--- config.mk ---
export PLATFORM = sky130hd
export DESIGN_NAME = mmc_cmd_ctrl
export DESIGN_NICKNAME = d
export VERILOG_FILES = /design/src/rtl/mmc_cmd_ctrl_pkg.sv /design/src/rtl/mmc_cmd_ctrl_bit_timer.sv /design/src/rtl/mmc_cmd_ctrl.sv
export SDC_FILE = /design/constraint.sdc
export NUM_CORES = 1
export LEC_CHECK = 0
export CAP_MARGIN = 10
export CORE_ASPECT_RATIO = 1.5
export CORE_MARGIN = 2
export CORE_UTILIZATION = 30
export CTS_CLUSTER_DIAMETER = 150
export DETAILED_ROUTE_END_ITERATION = 10
export SYNTH_ARGS = -nofsm -noshare
export SYNTH_HDL_FRONTEND = slang
export SYNTH_HIERARCHICAL = 1
export SYNTH_SLANG_ARGS = --single-unit
--- constraint.sdc ---
create_clock -name clk_i -period 2.8 [get_ports clk_i]
set_input_delay 0.56 -clock clk_i [delete_from_list [all_inputs] [get_ports clk_i]]
set_output_delay 0.56 -clock clk_i [all_outputs]
set_load 0.01 [all_outputs]
--- src/rtl/mmc_cmd_ctrl_pkg.sv ---
// +------------------------------------------------------------------+
// | mmc_cmd_ctrl_pkg: shared codes and helpers for the MMC command    |
// | sequencer.                                  Revision: 1.0        |
// +------------------------------------------------------------------+
`default_nettype none

package mmc_cmd_ctrl_pkg;

  localparam logic [1:0] C_RESP_NONE      = 2'd0;
  localparam logic [1:0] C_RESP_R48       = 2'd1;
  localparam logic [1:0] C_RESP_R48_NOCRC = 2'd2;
  localparam logic [1:0] C_RESP_R136      = 2'd3;

  localparam logic [2:0] C_ST_IDLE = 3'd0;
  localparam logic [2:0] C_ST_TX   = 3'd1;
  localparam logic [2:0] C_ST_WAIT = 3'd2;
  localparam logic [2:0] C_ST_RX   = 3'd3;
  localparam logic [2:0] C_ST_GAP  = 3'd4;

  localparam int C_STS_TIMEOUT   = 0;
  localparam int C_STS_CRC_ERR   = 1;
  localparam int C_STS_INDEX_ERR = 2;
  localparam int C_STS_ABORTED   = 3;

  localparam int C_CNT_W = 8;

  // Start bit, transmission bit, index, argument, CRC7 field (filled by serialiser), end bit.
  function automatic logic [47:0] build_frame(input logic [5:0] index, input logic [31:0] arg);
    return {2'b01, index, arg, 7'h00, 1'b1};
  endfunction

endpackage

`default_nettype wire

--- src/rtl/mmc_cmd_ctrl_bit_timer.sv ---
// +------------------------------------------------------------------+
// | mmc_cmd_ctrl_bit_timer: bitclk rising-edge detect plus a          |
// | clearable saturating tick counter.          Revision: 1.0        |
// +------------------------------------------------------------------+
`default_nettype none

module mmc_cmd_ctrl_bit_timer #(
  parameter int CNT_W = 8
) (
  input  logic             clk_i,
  input  logic             rst_ni,
  input  logic             bitclk_i,
  input  logic             clr_i,
  input  logic             en_i,
  output logic             tick_o,
  output logic [CNT_W-1:0] cnt_o
);

  logic             r_bitclk_q;
  logic [CNT_W-1:0] r_cnt;

  assign tick_o = bitclk_i & ~r_bitclk_q;
  assign cnt_o  = r_cnt;

  always_ff @(posedge clk_i or negedge rst_ni) begin
    if (!rst_ni) begin
      r_bitclk_q <= 1'b0;
      r_cnt      <= '0;
    end else begin
      r_bitclk_q <= bitclk_i;
      if (clr_i) begin
        r_cnt <= '0;
      end else if (en_i && tick_o && (r_cnt != {CNT_W{1'b1}})) begin
        r_cnt <= r_cnt + 1'b1;
      end
    end
  end

endmodule

`default_nettype wire

--- src/rtl/mmc_cmd_ctrl.sv ---
// +------------------------------------------------------------------+
// | mmc_cmd_ctrl: MMC/SD command-line sequencer with NCR timeout and  |
// | NCC gap enforcement.                        Revision: 1.0        |
// +------------------------------------------------------------------+
`default_nettype none

module mmc_cmd_ctrl
  import mmc_cmd_ctrl_pkg::*;
#(
  parameter int TIMEOUT_BITS = 64,
  parameter int GAP_BITS     = 8
) (
  input  logic         clk_i,
  input  logic         rst_ni,
  input  logic         bitclk_i,
  input  logic         req_valid_i,
  output logic         req_ready_o,
  input  logic [5:0]   req_index_i,
  input  logic [31:0]  req_arg_i,
  input  logic [1:0]   req_resp_i,
  input  logic         abort_i,
  output logic         ser_start_o,
  output logic         ser_abort_o,
  output logic [47:0]  ser_data_o,
  input  logic         ser_complete_i,
  output logic         rx_start_o,
  output logic         rx_abort_o,
  output logic         rx_long_o,
  input  logic         rx_active_i,
  input  logic         rx_complete_i,
  input  logic         rx_crc_err_i,
  input  logic [135:0] rx_data_i,
  output logic         done_o,
  output logic [135:0] resp_o,
  output logic [3:0]   sts_o
);

  localparam logic [C_CNT_W-1:0] C_TO_LAST  = C_CNT_W'(TIMEOUT_BITS - 1);
  localparam logic [C_CNT_W-1:0] C_GAP_LAST = C_CNT_W'(GAP_BITS - 1);

  logic [2:0]   r_state;
  logic [5:0]   r_index;
  logic [1:0]   r_resp_type;
  logic [47:0]  r_ser_data;
  logic         r_ser_start;
  logic         r_ser_abort;
  logic         r_rx_start;
  logic         r_rx_abort;
  logic         r_rx_long;
  logic         r_done;
  logic [135:0] r_resp;
  logic [3:0]   r_sts;

  logic               w_accept;
  logic               w_abort;
  logic               w_to_tick;
  logic [C_CNT_W-1:0] w_to_cnt;
  logic               w_to_hit;
  logic               w_gap_tick;
  logic [C_CNT_W-1:0] w_gap_cnt;
  logic               w_gap_done;
  logic               w_capture;

  // Counters sit cleared outside their own state, so each starts from zero on entry.
  mmc_cmd_ctrl_bit_timer #(.CNT_W(C_CNT_W)) u_timeout (
    .clk_i    (clk_i),
    .rst_ni   (rst_ni),
    .bitclk_i (bitclk_i),
    .clr_i    (r_state != C_ST_WAIT),
    .en_i     (~rx_active_i),
    .tick_o   (w_to_tick),
    .cnt_o    (w_to_cnt)
  );

  mmc_cmd_ctrl_bit_timer #(.CNT_W(C_CNT_W)) u_gap (
    .clk_i    (clk_i),
    .rst_ni   (rst_ni),
    .bitclk_i (bitclk_i),
    .clr_i    (r_state != C_ST_GAP),
    .en_i     (1'b1),
    .tick_o   (w_gap_tick),
    .cnt_o    (w_gap_cnt)
  );

  assign req_ready_o = (r_state == C_ST_IDLE) & ~abort_i;
  assign w_accept    = req_valid_i & req_ready_o;
  assign w_abort     = abort_i & ((r_state == C_ST_TX) | (r_state == C_ST_WAIT) | (r_state == C_ST_RX));
  assign w_to_hit    = (r_state == C_ST_WAIT) & ~rx_active_i & w_to_tick & (w_to_cnt == C_TO_LAST);
  assign w_gap_done  = (r_state == C_ST_GAP) & w_gap_tick & (w_gap_cnt == C_GAP_LAST);
  // A response finishing on the timeout edge still counts as a response.
  assign w_capture   = rx_complete_i & ((r_state == C_ST_RX) | w_to_hit);

  always_ff @(posedge clk_i or negedge rst_ni) begin
    if (!rst_ni) begin
      r_state     <= C_ST_IDLE;
      r_index     <= '0;
      r_resp_type <= C_RESP_NONE;
      r_ser_data  <= '0;
      r_ser_start <= 1'b0;
      r_ser_abort <= 1'b0;
      r_rx_start  <= 1'b0;
      r_rx_abort  <= 1'b0;
      r_rx_long   <= 1'b0;
      r_done      <= 1'b0;
      r_resp      <= '0;
      r_sts       <= '0;
    end else begin
      r_ser_start <= 1'b0;
      r_ser_abort <= 1'b0;
      r_rx_start  <= 1'b0;
      r_rx_abort  <= 1'b0;
      r_done      <= 1'b0;
      if (w_abort) begin
        r_ser_abort          <= 1'b1;
        r_rx_abort           <= 1'b1;
        r_sts[C_STS_ABORTED] <= 1'b1;
        r_done               <= 1'b1;
        r_state              <= C_ST_GAP;
      end else if (w_capture) begin
        r_resp                 <= (r_resp_type == C_RESP_R136) ? rx_data_i : {88'd0, rx_data_i[47:0]};
        r_sts[C_STS_CRC_ERR]   <= rx_crc_err_i & (r_resp_type != C_RESP_R48_NOCRC);
        r_sts[C_STS_INDEX_ERR] <= (r_resp_type == C_RESP_R48) & (rx_data_i[45:40] != r_index);
        r_done                 <= 1'b1;
        r_state                <= C_ST_GAP;
      end else begin
        case (r_state)
          C_ST_IDLE: begin
            if (w_accept) begin
              r_index     <= req_index_i;
              r_resp_type <= req_resp_i;
              r_ser_data  <= build_frame(req_index_i, req_arg_i);
              r_sts       <= '0;
              r_ser_start <= 1'b1;
              r_state     <= C_ST_TX;
            end
          end
          C_ST_TX: begin
            if (ser_complete_i) begin
              if (r_resp_type == C_RESP_NONE) begin
                r_done  <= 1'b1;
                r_state <= C_ST_GAP;
              end else begin
                r_rx_start <= 1'b1;
                r_rx_long  <= (r_resp_type == C_RESP_R136);
                r_state    <= C_ST_WAIT;
              end
            end
          end
          C_ST_WAIT: begin
            if (w_to_hit) begin
              r_sts[C_STS_TIMEOUT] <= 1'b1;
              r_rx_abort           <= 1'b1;
              r_done               <= 1'b1;
              r_state              <= C_ST_GAP;
            end else if (rx_active_i) begin
              r_state <= C_ST_RX;
            end
          end
          C_ST_RX: begin
            r_state <= C_ST_RX;
          end
          C_ST_GAP: begin
            if (w_gap_done) begin
              r_state <= C_ST_IDLE;
            end
          end
          default: begin
            r_state <= C_ST_IDLE;
          end
        endcase
      end
    end
  end

  assign ser_start_o = r_ser_start;
  assign ser_abort_o = r_ser_abort;
  assign ser_data_o  = r_ser_data;
  assign rx_start_o  = r_rx_start;
  assign rx_abort_o  = r_rx_abort;
  assign rx_long_o   = r_rx_long;
  assign done_o      = r_done;
  assign resp_o      = r_resp;
  assign sts_o       = r_sts;

endmodule

`default_nettype wire

==> results by group <==
Outcome
  – Status: complete, no violations

Global routing
  – Initial antenna violation count: 2
  – Largest net degree at the start of global routing: 88
  – First-pass GRT wire length: 42500 um
  – Vias in the first global route: 7334
  – Congestion Overflow GR: 0
  – Total GRT Usage: 16.1%

STA
  – Skew final: 0.0116 ns
  – Final hold slack: 0.491 ns
  – Max_slew headroom: 51.4%
  – Setup_tns: 0 ns
  – Tcrit/Tclk final: 94.4%
  – Final slew viol count: 0
  – Slew @ Worst Pin: 0.729 ns
  – FMAX: 378 MHz
  – Min Tclk post-route: 2.64 ns
  – Final Hold Fails: 0
  – RSZ-0062 raised after global routing: false
  – Final WS setup: 0.156 ns
  – Endpoints failing setup: 0

Synth
  – Synth warn: 6
  – FF+latch count, synth: 208
  – Register area share after synthesis: 54.4%
  – Post-synth ARST share: 100%
  – Synth unique cells: 48
  – Syn Inst Count: 676
  – Synthesized area per cell: 14.1 sq um
  – Post-synth EDFFs: 0
  – Synthesized cell area: 9560 sq um
  – Synth Flop Type: dfrtp_1

Die
  – Die Y: 223 um
  – Horiz. Die Dim: 150 um
  – Die area: 33400 sq um
  – Core Region: 31600 sq um
  – Starting Density: 30.2%
  – FP Rows: 80
  – Ports: 380

Setup path
  – Crit path max-delay cell type: clkdlybuf4s50_1
  – Worst path depth: 3
  – Setup crit end kind: output port
  – Critical Path Source Type: flop
  – Delay-heaviest family, CP: buffers and inverters
  – CP peak stage delay: 0.55 ns
  – Crit Path Class: flop to output port
  – Crit-path max FO: 11
  – Critical Path AT: 2.08 ns
  – WP buf/inv: 2
  – Cells along the critical path: nor4_1 -> buf_4 -> clkdlybuf4s50_1
  – Worst EP required: 2.24 ns
  – Reg2Reg Depth: 6

Pwr
  – Combinational share of power: 9.6%
  – Sequential share of power: 45.8%
  – Clk network pwr share: 44.6%
  – Power, Total: 6.91 mW
  – Cell-internal power: 5.35 mW
  – NetSw: 1.57 mW
  – VDD IR max: 0.000399 V
  – Net Sw Frac: 22.6%
  – Pwr per Cell Area: 473 nW/um^2
  – Leakage power total: 7.14 nW

Route
  – First-pass DRT Iterations: 4
  – Initial DRC count: 219
  – Avg WL per Cell: 18.6 um
  – Via-to-Cell Ratio: 4.65
  – # DRC: 0
  – Final ANT Viol Nets: 0
  – Routed vias: 6904
  – WL final: 27600 um

Hold path
  – Hold Path Depth: 1
  – Hold Crit Class: flop to flop

CTS
  – CTS tree: built
  – Root Driver: clkbuf_16
  – Worst-Skew Late Latency: 0.51 ns
  – Longest Clk Path Bufs: 3
  – CTS Sinks: 208
  – TritonCTS buffer count: 23
  – Setup Fix Bufs, Post-CTS: 0
  – H-tree lvl count: 1
  – Worst-path clk slew: 0.06 ns
  – PostCTS Resize Cnt: 0

Flow run
  – Max cap viols: 0

Placed design
  – Final estimated routing congestion in global placement: 0.740
  – Detailed Place HPWL: 20100 um
  – PortBufs: 371
  – Pre-CTS setup slack: -0.129 ns
  – Placed insts: 1441
  – DP Area: 13800 sq um

Cells and area
  – Final instance area: 14600 sq um
  – P&R area growth vs syn: 52.9%
  – Post-route insts no fill: 1484
  – Final core occ: 46.2%
  – Layout Nets: 1244
  – Fill count: 2929
  – Layout cells sized above 1: 23.8%
## power groups by stage
stage	registers (mW)	logic (mW)	clock network [mW]
floorplan	3.20	0.249	0
global placement	3.22	0.665	0
detailed placement	3.22	0.675	0
CTS	3.17	0.679	3.20
global route	3.18	0.731	3.30
finish	3.16	0.666	3.08
## sequential cells by signal (all words and copies together) (netlist names), 2 cells and up
| name | flops |
|---|---|
| resp_o | 136 |
| sts_o | 4 |
| r_index | 5 |
| ser_data_o | 34 |
| r_state | 3 |
| r_resp_type | 2 |
| u_timeout/cnt_o | 8 |
| u_gap/cnt_o | 8 |
## layout make-up
cell class                 instances  area, sq um  area share (%)
clock inverter                     6         86.3           0.591
antenna                            2         5.00          0.0342
inverter                          11         41.3           0.282
tap                              410          513            3.51
multi-input combinational        412         4010            27.4
clock buffer                      34          677            4.63
timing repair buffer             401         4080            27.9
sequential                       208         5210            35.6
## per-layer routing
metal	vias up	routed length (um)	GRT usage (%)
met1	3424	10600	18.7
met5	-	0	0
met3	52	2200	3.98
li1	3148	-	-
met2	280	14000	28.2
met4	0	862	6.42
## repair_timing
action                     4_1_cts  5_1_grt
hold endpoints to repair        24        0
hold buffers                     1        0
setup endpoints to repair        0        0
## Yosys cell counts (3+ instances only)
library cell	n	share of area, %
and3_1	89	5.8
buf_4	9	0.71
nand2b_1	8	0.52
clkbuf_1	26	1.0
nor3_1	5	0.26
nor2_1	13	0.51
nor4_1	5	0.33
nor2b_1	13	0.85
buf_2	3	0.16
nand2_1	7	0.27
dfrtp_1	208	54
o21bai_1	4	0.31
a21oi_1	4	0.21
mux2_2	62	7.3
a211oi_2	6	0.78
o21ai_0	4	0.21
o21a_1	3	0.24
mux2_1	13	1.5
inv_1	11	0.43
nand4b_1	3	0.27
buf_6	16	1.9
mux2i_1	6	0.63
xnor2_1	4	0.37
nand3_1	11	0.58
nand4_1	3	0.20
mux2_4	108	17
## layout by cell type (no fill, tap or decap), types with 5 or more instances in the layout
master           count
clkbuf_1             5
nand3_1             11
nor4_1               5
mux2i_1              6
nand2b_1             8
conb_1              11
nor2_1              13
nor2b_1             13
inv_1               11
mux2_2              62
nor3_1               5
mux2_4             108
buf_12              11
a211oi_2             6
clkbuf_16           23
buf_4               18
dfrtp_1            206
clkdlybuf4s50_1    370
nand2_1              6
mux2_1              13
and3_1              89
clkbuf_8             6
## final timing paths
check,start,to,slack [ns]
max,r_state[0],req_ready_o,0.16
min,resp_o[45],resp_o[45],0.49
max reg2reg,r_state[0],resp_o[126],0.45
min reg2reg,resp_o[45],resp_o[45],0.49
max in group asynchronous,rst_ni,resp_o[13],1.50
min in group asynchronous,rst_ni,u_gap/cnt_o[6],0.58
## cell families after synthesis
group           Yosys count  synth area share (%)
fa+ha+maj                 2                 0.262
flops                   208                  54.4
mux                     189                  26.4
other cells               2                0.0785
buf+inv                  65                  4.20
compound gates           32                  2.77
xor+xnor                  6                 0.549
simple gates            172                  11.3
Power figures use the tool's default switching activity.
